### src/rtl/adder_arbiter_if.sv
// adder_arbiter_if: bundles the two requester handshakes, the adder operand/result
// bus and the two response channels of adder_arbiter.
// slave  : the arbiter's view.
// master : the surrounding logic (clients plus adder instance).
interface adder_arbiter_if #(
   parameter int unsigned WIDTH = 16
);
   // Requester 0
   logic             req0_valid;
   logic             req0_ready;
   logic [WIDTH-1:0] req0_a;
   logic [WIDTH-1:0] req0_b;
   logic             req0_cin;

   // Requester 1
   logic             req1_valid;
   logic             req1_ready;
   logic [WIDTH-1:0] req1_a;
   logic [WIDTH-1:0] req1_b;
   logic             req1_cin;

   // Shared adder
   logic [WIDTH-1:0] add_a;
   logic [WIDTH-1:0] add_b;
   logic             add_cin;
   logic [WIDTH-1:0] add_sum;
   logic             add_cout;

   // Responses
   logic             rsp0_valid;
   logic [WIDTH-1:0] rsp0_sum;
   logic             rsp0_cout;
   logic             rsp1_valid;
   logic [WIDTH-1:0] rsp1_sum;
   logic             rsp1_cout;

   logic             busy;

   modport slave (
      input  req0_valid, req0_a, req0_b, req0_cin,
      input  req1_valid, req1_a, req1_b, req1_cin,
      input  add_sum, add_cout,
      output req0_ready, req1_ready,
      output add_a, add_b, add_cin,
      output rsp0_valid, rsp0_sum, rsp0_cout,
      output rsp1_valid, rsp1_sum, rsp1_cout,
      output busy
   );

   modport master (
      output req0_valid, req0_a, req0_b, req0_cin,
      output req1_valid, req1_a, req1_b, req1_cin,
      output add_sum, add_cout,
      input  req0_ready, req1_ready,
      input  add_a, add_b, add_cin,
      input  rsp0_valid, rsp0_sum, rsp0_cout,
      input  rsp1_valid, rsp1_sum, rsp1_cout,
      input  busy
   );
endinterface

### src/rtl/adder_arbiter.sv
// adder_arbiter: shares one fixed-latency pipelined adder between two valid/ready
// requesters. One operation is accepted per cycle; an ID tag follows each operation
// so the result is steered back to its issuer.
//
// Build option: define ADD_ARB_FIXED_PRIO_EN to give requester 0 strict priority
// instead of round-robin. Latency, routing and reset behaviour are unchanged.
module adder_arbiter #(
   parameter int unsigned WIDTH   = 16,
   parameter int unsigned ADD_LAT = 2
) (
   input  logic           clk,
   input  logic           reset,
   adder_arbiter_if.slave bus
);

   // Tag pipeline: bit 0 travels with the operand registers, bits 1..ADD_LAT follow
   // the adder stages, so bit ADD_LAT lines up with add_sum/add_cout.
   localparam int unsigned TagMsb = ADD_LAT;

   logic             xfer;
   logic             win_id;

   logic [WIDTH-1:0] add_a_d,   add_a_q;
   logic [WIDTH-1:0] add_b_d,   add_b_q;
   logic             add_cin_d, add_cin_q;

   logic [TagMsb:0]  tag_vld_d, tag_vld_q;
   logic [TagMsb:0]  tag_id_d,  tag_id_q;

   logic             ret_vld;
   logic             ret_id;

   logic             rsp0_valid_d, rsp0_valid_q;
   logic [WIDTH-1:0] rsp0_sum_d,   rsp0_sum_q;
   logic             rsp0_cout_d,  rsp0_cout_q;
   logic             rsp1_valid_d, rsp1_valid_q;
   logic [WIDTH-1:0] rsp1_sum_d,   rsp1_sum_q;
   logic             rsp1_cout_d,  rsp1_cout_q;

`ifndef ADD_ARB_FIXED_PRIO_EN
   // Most recent winner; reset to 1 so requester 0 wins the first contention.
   logic             last_d, last_q;
`endif

   // Pick the winner for this cycle; a transfer happens whenever anyone is valid.
   always_comb begin
      xfer = bus.req0_valid | bus.req1_valid;
`ifdef ADD_ARB_FIXED_PRIO_EN
      win_id = ~bus.req0_valid;
`else
      win_id = bus.req1_valid;
      if (bus.req0_valid && bus.req1_valid) begin
         win_id = ~last_q;
      end
`endif
   end

   assign bus.req0_ready = bus.req0_valid & ~win_id;
   assign bus.req1_ready = bus.req1_valid &  win_id;

   // Operand registers and tag shift; idle cycles feed zeros and an invalid tag.
   always_comb begin
      add_a_d   = '0;
      add_b_d   = '0;
      add_cin_d = 1'b0;
      if (xfer) begin
         if (win_id) begin
            add_a_d   = bus.req1_a;
            add_b_d   = bus.req1_b;
            add_cin_d = bus.req1_cin;
         end else begin
            add_a_d   = bus.req0_a;
            add_b_d   = bus.req0_b;
            add_cin_d = bus.req0_cin;
         end
      end
      if (TagMsb == 0) begin
         tag_vld_d = xfer;
         tag_id_d  = win_id & xfer;
      end else begin
         tag_vld_d = {tag_vld_q[TagMsb-1:0], xfer};
         tag_id_d  = {tag_id_q[TagMsb-1:0], win_id & xfer};
      end
   end

`ifndef ADD_ARB_FIXED_PRIO_EN
   // Pointer moves only when something was actually granted.
   always_comb begin
      last_d = last_q;
      if (xfer) begin
         last_d = win_id;
      end
   end
`endif

   // Retire: the aligned tag routes the adder output to one response port; the
   // other port drops its valid but keeps its last sum/carry.
   always_comb begin
      ret_vld      = tag_vld_q[TagMsb];
      ret_id       = tag_id_q[TagMsb];
      rsp0_valid_d = ret_vld & ~ret_id;
      rsp1_valid_d = ret_vld &  ret_id;
      rsp0_sum_d   = rsp0_sum_q;
      rsp0_cout_d  = rsp0_cout_q;
      rsp1_sum_d   = rsp1_sum_q;
      rsp1_cout_d  = rsp1_cout_q;
      if (rsp0_valid_d) begin
         rsp0_sum_d  = bus.add_sum;
         rsp0_cout_d = bus.add_cout;
      end
      if (rsp1_valid_d) begin
         rsp1_sum_d  = bus.add_sum;
         rsp1_cout_d = bus.add_cout;
      end
   end

   // All state; reset discards in-flight tags so no stale responses appear.
   always_ff @(posedge clk or posedge reset) begin
      if (reset) begin
         add_a_q      <= '0;
         add_b_q      <= '0;
         add_cin_q    <= 1'b0;
         tag_vld_q    <= '0;
         tag_id_q     <= '0;
         rsp0_valid_q <= 1'b0;
         rsp0_sum_q   <= '0;
         rsp0_cout_q  <= 1'b0;
         rsp1_valid_q <= 1'b0;
         rsp1_sum_q   <= '0;
         rsp1_cout_q  <= 1'b0;
      end else begin
         add_a_q      <= add_a_d;
         add_b_q      <= add_b_d;
         add_cin_q    <= add_cin_d;
         tag_vld_q    <= tag_vld_d;
         tag_id_q     <= tag_id_d;
         rsp0_valid_q <= rsp0_valid_d;
         rsp0_sum_q   <= rsp0_sum_d;
         rsp0_cout_q  <= rsp0_cout_d;
         rsp1_valid_q <= rsp1_valid_d;
         rsp1_sum_q   <= rsp1_sum_d;
         rsp1_cout_q  <= rsp1_cout_d;
      end
   end

`ifndef ADD_ARB_FIXED_PRIO_EN
   // Round-robin pointer.
   always_ff @(posedge clk or posedge reset) begin
      if (reset) begin
         last_q <= 1'b1;
      end else begin
         last_q <= last_d;
      end
   end
`endif

   assign bus.add_a      = add_a_q;
   assign bus.add_b      = add_b_q;
   assign bus.add_cin    = add_cin_q;
   assign bus.rsp0_valid = rsp0_valid_q;
   assign bus.rsp0_sum   = rsp0_sum_q;
   assign bus.rsp0_cout  = rsp0_cout_q;
   assign bus.rsp1_valid = rsp1_valid_q;
   assign bus.rsp1_sum   = rsp1_sum_q;
   assign bus.rsp1_cout  = rsp1_cout_q;
   assign bus.busy       = (|tag_vld_q) | rsp0_valid_q | rsp1_valid_q;

   // Grants are exclusive and never raised without their valid.
   a_one_ready : assert property (@(posedge clk) !(bus.req0_ready && bus.req1_ready));
   a_ready0_vld : assert property (@(posedge clk) bus.req0_ready |-> bus.req0_valid);
   a_ready1_vld : assert property (@(posedge clk) bus.req1_ready |-> bus.req1_valid);
   // Only one operation retires per cycle.
   a_one_rsp : assert property (@(posedge clk) disable iff (reset)
      !(bus.rsp0_valid && bus.rsp1_valid));

endmodule

### src/flat_wrapper.sv
// flat-port wrapper written by rule: the top's interface ports become plain ports
module adder_arbiter_flat 
#(
   parameter int unsigned WIDTH   = 16,
   parameter int unsigned ADD_LAT = 2
)
  (clk, reset, bus_req0_valid, bus_req0_a, bus_req0_b, bus_req0_cin, bus_req1_valid, bus_req1_a, bus_req1_b, bus_req1_cin, bus_add_sum, bus_add_cout, bus_req0_ready, bus_req1_ready, bus_add_a, bus_add_b, bus_add_cin, bus_rsp0_valid, bus_rsp0_sum, bus_rsp0_cout, bus_rsp1_valid, bus_rsp1_sum, bus_rsp1_cout, bus_busy);
  adder_arbiter_if #(.WIDTH(WIDTH)) bus_i ();
  input  logic clk;
  input  logic reset;
  input wire logic [$bits(bus_i.req0_valid)-1:0] bus_req0_valid;
  input wire logic [$bits(bus_i.req0_a)-1:0] bus_req0_a;
  input wire logic [$bits(bus_i.req0_b)-1:0] bus_req0_b;
  input wire logic [$bits(bus_i.req0_cin)-1:0] bus_req0_cin;
  input wire logic [$bits(bus_i.req1_valid)-1:0] bus_req1_valid;
  input wire logic [$bits(bus_i.req1_a)-1:0] bus_req1_a;
  input wire logic [$bits(bus_i.req1_b)-1:0] bus_req1_b;
  input wire logic [$bits(bus_i.req1_cin)-1:0] bus_req1_cin;
  input wire logic [$bits(bus_i.add_sum)-1:0] bus_add_sum;
  input wire logic [$bits(bus_i.add_cout)-1:0] bus_add_cout;
  output wire logic [$bits(bus_i.req0_ready)-1:0] bus_req0_ready;
  output wire logic [$bits(bus_i.req1_ready)-1:0] bus_req1_ready;
  output wire logic [$bits(bus_i.add_a)-1:0] bus_add_a;
  output wire logic [$bits(bus_i.add_b)-1:0] bus_add_b;
  output wire logic [$bits(bus_i.add_cin)-1:0] bus_add_cin;
  output wire logic [$bits(bus_i.rsp0_valid)-1:0] bus_rsp0_valid;
  output wire logic [$bits(bus_i.rsp0_sum)-1:0] bus_rsp0_sum;
  output wire logic [$bits(bus_i.rsp0_cout)-1:0] bus_rsp0_cout;
  output wire logic [$bits(bus_i.rsp1_valid)-1:0] bus_rsp1_valid;
  output wire logic [$bits(bus_i.rsp1_sum)-1:0] bus_rsp1_sum;
  output wire logic [$bits(bus_i.rsp1_cout)-1:0] bus_rsp1_cout;
  output wire logic [$bits(bus_i.busy)-1:0] bus_busy;
  assign bus_i.req0_valid = bus_req0_valid;
  assign bus_i.req0_a = bus_req0_a;
  assign bus_i.req0_b = bus_req0_b;
  assign bus_i.req0_cin = bus_req0_cin;
  assign bus_i.req1_valid = bus_req1_valid;
  assign bus_i.req1_a = bus_req1_a;
  assign bus_i.req1_b = bus_req1_b;
  assign bus_i.req1_cin = bus_req1_cin;
  assign bus_i.add_sum = bus_add_sum;
  assign bus_i.add_cout = bus_add_cout;
  assign bus_req0_ready = bus_i.req0_ready;
  assign bus_req1_ready = bus_i.req1_ready;
  assign bus_add_a = bus_i.add_a;
  assign bus_add_b = bus_i.add_b;
  assign bus_add_cin = bus_i.add_cin;
  assign bus_rsp0_valid = bus_i.rsp0_valid;
  assign bus_rsp0_sum = bus_i.rsp0_sum;
  assign bus_rsp0_cout = bus_i.rsp0_cout;
  assign bus_rsp1_valid = bus_i.rsp1_valid;
  assign bus_rsp1_sum = bus_i.rsp1_sum;
  assign bus_rsp1_cout = bus_i.rsp1_cout;
  assign bus_busy = bus_i.busy;
  adder_arbiter #(.WIDTH(WIDTH), .ADD_LAT(ADD_LAT)) u_core (.clk(clk), .reset(reset), .bus(bus_i));
endmodule
### config.mk
export PLATFORM = sky130hd
export DESIGN_NAME = adder_arbiter_flat
export DESIGN_NICKNAME = d
export VERILOG_FILES = /design/src/rtl/adder_arbiter_if.sv /design/src/rtl/adder_arbiter.sv /design/src/flat_wrapper.sv
export SDC_FILE = /design/constraint.sdc
export NUM_CORES = 1
export LEC_CHECK = 0
export CORE_ASPECT_RATIO = 0.9
export CORE_UTILIZATION = 25
export CTS_BUF_LIST = sky130_fd_sc_hd__clkbuf_8
export DETAILED_ROUTE_END_ITERATION = 10
export GPL_ROUTABILITY_DRIVEN = 0
export PLACE_DENSITY = 0.64
export SKIP_CTS_REPAIR_TIMING = 1
export SYNTH_ARGS = -nofsm -noshare
export SYNTH_HDL_FRONTEND = slang
export SYNTH_SLANG_ARGS = --single-unit
### constraint.sdc
create_clock -name clk -period 7.51 [get_ports clk]
set_clock_uncertainty 0.1 [all_clocks]
set_input_delay 1.502 -clock clk [delete_from_list [all_inputs] [get_ports clk]]
set_output_delay 1.502 -clock clk [all_outputs]
set_load 0.01 [all_outputs]
==> flow_metrics.py, run 1 <==
metrics = {
    "finish": {
        "antenna_cells": 0,
        "nets": 417,
        "regArea_sq_um": 1903,
        "multiInputGateArea_sq_um": 825.8,
        "final_area_sq_um": 4737,
        "area_growth_pct": 65.33,
        "instances_no_fill": 487,
        "n_fill_cell": 1071,
        "drive_above_1_share_pct": 17.31,
    },
    "logic_synthesis": {
        "synth-warning-count": 0,
        "syn_area_sq_um": 2865,
        "yosys_register_bits": 76,
        "synth_area_leaders": "dfrtp_1 66%, a32o_1 12%, mux2_2 9.8%, mux2_4 4.7%, buf_6 1.6%",
        "yosys.area.top_type_share_pct": 65.50,
        "synthCells": 172,
        "synth_cell_types": 19,
        "syn_nets": 259,
        "synth_area_per_cell_sq_um": 16.66,
        "seq_area_frac_synth_pct": 66.42,
        "synth_top_cell_by_area": "dfrtp_1",
    },
    "run_status": {
        "status": "finished clean",
    },
    "run": {
        "cap_violations": 0,
    },
    "sta": {
        "hold_violations": 0,
        "fin_crit_ns": 4.646,
        "rsz0062_at_grt": "no",
        "max_freq_mhz": 215.2,
        "slew_headroom_pct": 22.76,
        "worst_slew_pin_slew_ns": 1.159,
        "drv_slew": 0,
        "setup_viol": 0,
        "tns_ns": 0,
        "fin_ws_ns": 2.864,
        "timing.final.crit_share_pct": 61.86,
    },
    "setup_path": {
        "critical-path-top-delay-family": "buffers and inverters",
        "path_common_cell": "clkdlybuf4s50_1",
        "endpoint_kind": "output pin",
        "worstPathCellList": "clkdlybuf4s50_1, buf_4, and2_1, clkdlybuf4s50_1",
        "crit_type": "input pin to output pin",
        "rrSetupSlack_ns": 5.62,
        "cpPeakStageDelay_ns": 0.53,
        "rr_startpoint": "u_core.tag_id_q[2]",
        "worstPathMaxFanout": 38,
        "cp_slowest_cell": "clkdlybuf4s50_1",
        "worstReg2RegEnd": "u_core.bus.rsp0_sum[7]",
        "crit_buf_inv": 3,
        "crit_required_ns": 5.91,
        "r2r_cells": 2,
        "startpoint_type": "input pin",
        "timing.critical_path.arrival_ns": 3.04,
    },
    "drt": {
        "viasPerCell": 4.359,
        "drt_iter0_markers": 78,
        "drc": 0,
        "antenna_left": 0,
        "wl_microns": 7351,
        "firstDrtPassIters": 4,
        "wl_per_cell_microns": 15.09,
        "via_count": 2123,
    },
    "power_and_ir_drop": {
        "p_total_mw": 1.073,
        "power_frac_seq_pct": 45.3,
        "clock_power_share_pct": 29.2,
        "ir_worst_vdd_mv": 0.1391,
        "combPwrFrac_pct": 25.5,
        "p_leak_nw": 1.931,
        "swShare_pct": 25.51,
        "intPower_uw": 799.1,
        "power_switching_uw": 273.7,
        "power_density_nw_per_um2": 226.5,
    },
    "global_routing": {
        "grt_pass1_vias": 2234,
        "antenna_found_initial": 0,
        "grt_overflow": 0,
        "grt_max_degree": 77,
        "grt_pass1_wl_microns": 11560,
        "grt_use_total_pct": 12.83,
    },
    "cts": {
        "cts_sinks": 76,
        "cts_buffers": 9,
        "clock_path_buffers": 2,
        "h-tree-depth": 3,
        "clk_latency_ns": 0.34,
        "cts_tree": "yes",
        "path_clk_slew_ns": 0.08,
        "clockRootBuffer": "clkbuf_8",
    },
    "hold_path": {
        "hold_start": "u_core.tag_id_q[0]",
        "hold_path_end": "u_core.tag_id_q[1]",
        "hp-class": "flip-flop to flip-flop",
        "hold_depth": 0,
    },
    "floorplan": {
        "dieArea_sq_um": 11890,
        "die_y_microns": 103.6,
        "die_w_microns": 114.8,
        "start_util_pct": 26.07,
        "num_rows": 36,
        "core_sq_um": 10990,
        "ioPinCount": 159,
    },
    "placement": {
        "place_ws_ns": 2.855,
        "place_area_sq_um": 4536,
        "hpwlAfterDp_microns": 5093,
        "place.port_buffers": 158,
        "dp_cells": 471,
    },
}
[cell usage after synthesis (all sizes together)]
| cell type | count |
|---|---|
| dfstp | 1 |
| nor2 | 2 |
| nor3 | 1 |
| mux2 | 34 |
| and2 | 1 |
| or2 | 1 |
| nand2 | 2 |
| a21boi | 2 |
| dfrtp | 75 |
| a21oi | 1 |
| a32o | 33 |
| nand2b | 2 |
| buf | 14 |
| inv | 3 |
[worst register-to-register path: cells and delay by family (launching register included)]
kind             cells  cell delay [ns]
DFF                  1             0.35
muxes                1             0.43
and+or+nand+nor      1             0.88
[registers in the layout, summed over array words and instances, names as in the netlist]
| signal | cells |
|---|---|
| u_core.bus.rsp0_sum | 16 |
| u_core.bus.rsp1_valid | 1 |
| u_core.tag_id_q | 3 |
| u_core.bus.rsp1_sum | 16 |
| u_core.bus.add_cin | 1 |
| u_core.tag_vld_q | 3 |
| u_core.bus.add_a | 16 |
| u_core.bus.rsp0_cout | 1 |
| u_core.bus.rsp0_valid | 1 |
| u_core.bus.rsp1_cout | 1 |
| u_core.bus.add_b | 16 |
| u_core.last_q | 1 |
[area by class of cell]
| class | instances | share of cell area (%) |
|---|---|---|
| inverter | 3 | 0.2641 |
| multi-input combinational | 79 | 17.43 |
| timing repair buffer | 161 | 33.86 |
| sequential | 76 | 40.17 |
| clock inverter | 6 | 1.347 |
| tap | 152 | 4.015 |
| clock buffer | 10 | 2.905 |
[how the worst max path moves through the flow]
stage | startpoint | end | slack, ns | cells after the start
final | bus_req0_valid | bus_req0_ready | 2.86 | 4
after global routing | bus_req0_valid | bus_req0_ready | 2.80 | 4
after CTS | bus_req0_valid | bus_req0_ready | 2.85 | 4
after detailed placement | bus_req0_valid | bus_req0_ready | 2.86 | 4
after global placement | bus_req0_valid | bus_req0_ready | 2.86 | 4
after floorplan | bus_req0_valid | bus_req1_ready | 3.80 | 3
[power by group through the flow]
stage	Combinational, mW	Sequential (mW)	Clock (mW)
floorplan	0.0883	0.519	0
global placement	0.274	0.493	0
detailed placement	0.277	0.495	0
CTS	0.278	0.487	0.328
global route	0.292	0.493	0.346
finish	0.274	0.486	0.313
[stage by stage]
step / utilization [%] / hold WS [ns]
global route: 43.10 / 0.2497
finish: 43.10 / 0.2482
detailed placement: 41.27 / 0.2364
floorplan: - / 0.2312
CTS: 43.10 / 0.2484
global placement: 41.27 / 0.2325
[cell usage in the layout, fill, tap and decap left out]
| cell type | count |
|---|---|
| a21boi_0 | 1 |
| a21boi_4 | 1 |
| a21oi_1 | 1 |
| a32o_1 | 33 |
| and2_1 | 1 |
| buf_4 | 3 |
| bufinv_16 | 1 |
| clkbuf_8 | 10 |
| clkdlybuf4s50_1 | 158 |
| clkinv_2 | 3 |
| clkinv_4 | 1 |
| clkinvlp_4 | 2 |
| dfrtp_1 | 75 |
| dfstp_2 | 1 |
| inv_1 | 2 |
| mux2_2 | 25 |
| mux2_4 | 9 |
| nand2_1 | 1 |
| nand2_2 | 1 |
| nand2b_1 | 2 |
| nor2_1 | 2 |
| nor3_1 | 1 |
| or2_2 | 1 |
[layer usage]
metal / vias up / global-route usage [%] / share of wire (%)
li1: 962 / - / -
met1: 1050 / 15.11 / 41
met2: 103 / 20.31 / 48
met3: 8 / 6.085 / 10
met4: 0 / 4.453 / 1.3
met5: - / 0 / 0
[logic make-up after synthesis]
family	Yosys count	synth area share [%]
AO/OA/AOI/OAI	36	12.62
buffers and inverters	17	4.759
flip-flops	76	66.42
multiplexers	34	14.54
AND/OR/NAND/NOR	9	1.660
No activity file was read; power rests on OpenSTA's default activity.
==> run 2: changes to the inputs <==
--- a/config.mk
+++ b/config.mk
@@ -10,7 +10,7 @@
 export CTS_BUF_LIST = sky130_fd_sc_hd__clkbuf_8
 export DETAILED_ROUTE_END_ITERATION = 10
 export GPL_ROUTABILITY_DRIVEN = 0
-export PLACE_DENSITY = 0.64
+export PLACE_DENSITY = 0.66
 export SKIP_CTS_REPAIR_TIMING = 1
 export SYNTH_ARGS = -nofsm -noshare
 export SYNTH_HDL_FRONTEND = slang
==> constraint.sdc (replaced) <==
create_clock -name clk -period 4 [get_ports clk]
set_clock_uncertainty 0.1 [all_clocks]
set_input_delay 0.8 -clock clk [delete_from_list [all_inputs] [get_ports clk]]
set_output_delay 0.8 -clock clk [all_outputs]
set_load 0.01 [all_outputs]
==> flow_metrics.py, run 2 (same netlist as run 1, synthesis figures left out) <==
metrics = {
    "run_status": {
        "status": "finished clean",
    },
    "floorplan": {
        "ioPinCount": 159,
        "die_y_microns": 103.6,
        "start_util_pct": 26.07,
        "die_w_microns": 114.8,
        "dieArea_sq_um": 11890,
        "num_rows": 36,
        "core_sq_um": 10990,
    },
    "sta": {
        "drv_slew": 0,
        "max_freq_mhz": 325.3,
        "tns_ns": 0,
        "slew_headroom_pct": 24.49,
        "rsz0062_at_grt": "no",
        "worst_slew_pin_slew_ns": 1.133,
        "hold_violations": 0,
        "setup_viol": 0,
        "timing.final.crit_share_pct": 76.84,
        "fin_crit_ns": 3.074,
    },
    "finish": {
        "n_fill_cell": 1056,
        "mostFrequentLayoutCell": "clkdlybuf4s50_1",
        "area_growth_pct": 66.24,
        "drive_above_1_share_pct": 17.56,
        "instances_no_fill": 488,
        "mostFrequentLayoutCells": "158 x clkdlybuf4s50_1, 75 x dfrtp_1, 33 x a32o_1",
        "multiInputGateArea_sq_um": 825.8,
        "nets": 419,
        "regArea_sq_um": 1903,
        "antenna_cells": 0,
    },
    "drt": {
        "firstDrtPassIters": 4,
        "wl_microns": 7392,
        "wl_per_cell_microns": 15.15,
        "antenna_left": 0,
        "drc": 0,
        "viasPerCell": 4.314,
        "via_count": 2105,
        "drt_iter0_markers": 74,
    },
    "global_routing": {
        "grt_use_total_pct": 12.89,
        "grt_pass1_wl_microns": 11560,
        "grt_max_degree": 35,
        "antenna_found_initial": 0,
        "grt_pass1_vias": 2243,
        "grt_overflow": 0,
    },
    "placement": {
        "place.port_buffers": 158,
        "dp_cells": 473,
        "hpwlAfterDp_microns": 5346,
    },
    "cts": {
        "clk_latency_ns": 0.35,
        "clockRootBuffer": "clkbuf_8",
        "clock_path_buffers": 2,
        "cts_sinks": 76,
        "path_clk_slew_ns": 0.08,
        "cts_tree": "yes",
        "cts_buffers": 9,
        "h-tree-depth": 3,
    },
    "hold_path": {
        "hold_depth": 0,
        "hp-class": "flip-flop to flip-flop",
    },
    "setup_path": {
        "cp_slowest_cell": "clkdlybuf4s50_1",
        "r2r_cells": 2,
        "timing.critical_path.arrival_ns": 2.17,
        "crit_type": "input pin to output pin",
        "endpoint_kind": "output pin",
        "worstPathCellList": "clkdlybuf4s50_1, buf_4, and2_1, clkdlybuf4s50_1",
        "worstPathMaxFanout": 13,
        "startpoint_type": "input pin",
        "cpPeakStageDelay_ns": 0.53,
        "path_common_cell": "clkdlybuf4s50_1",
        "crit_required_ns": 3.10,
    },
    "power_and_ir_drop": {
        "p_leak_nw": 1.944,
        "ir_worst_vdd_mv": 0.1972,
        "power_density_nw_per_um2": 433.5,
    },
    "run": {
        "cap_violations": 0,
    },
}
run 2: final timing paths:
| check | end | from | slack [ns] |
|---|---|---|---|
| max in group asynchronous | u_core.last_q | reset | 2.36 |
| max | bus_req0_ready | bus_req0_valid | 0.93 |
| min reg2reg | u_core.tag_id_q[1] | u_core.tag_id_q[0] | 0.25 |
| max reg2reg | u_core.bus.rsp0_sum[14] | u_core.tag_id_q[2] | 2.14 |
| min in group asynchronous | u_core.bus.rsp0_sum[2] | reset | 0.67 |
| min | u_core.tag_id_q[1] | u_core.tag_id_q[0] | 0.25 |
run 2: routing by layer:
metal / track usage, % / part of all wire [%]
met1: 14.69 / 41
met2: 20.91 / 48
met3: 6.202 / 9.8
met4: 4.453 / 1.4
met5: 0 / 0
run 2: critical path, delay by kind of cell:
family                 cells  cell delay, ns
buffers and inverters      3            1.21
and+or+nand+nor            1            0.15
run 2: area by class of cell:
cell class,count,share of cell area (%)
tap,152,3.993
clock buffer,9,2.600
inverter,3,0.2627
timing repair buffer,163,33.99
sequential,76,39.95
clock inverter,6,1.865
multi-input combinational,79,17.34
run 2: through the flow:
stage	util [%]	setup WS (ns)	hold WS [ns]	total power [mW]	cell area [sq um]
finish	43.34	0.9264	0.2472	2.065	4763
global route	43.34	0.8843	0.2571	2.171	4763
floorplan	-	1.163	0.2312	1.139	2865
global placement	41.40	0.9414	0.2317	1.441	4551
CTS	43.34	0.9319	0.2434	2.103	4763
detailed placement	41.40	0.9324	0.2370	1.453	4551
run 2: power by group:
group          switching [mW]  total, mW  internal [mW]  leakage (nW)
registers              0.0448      0.914          0.869         0.910
logic                   0.187      0.516          0.329         0.932
clock network           0.287      0.635          0.349         0.102
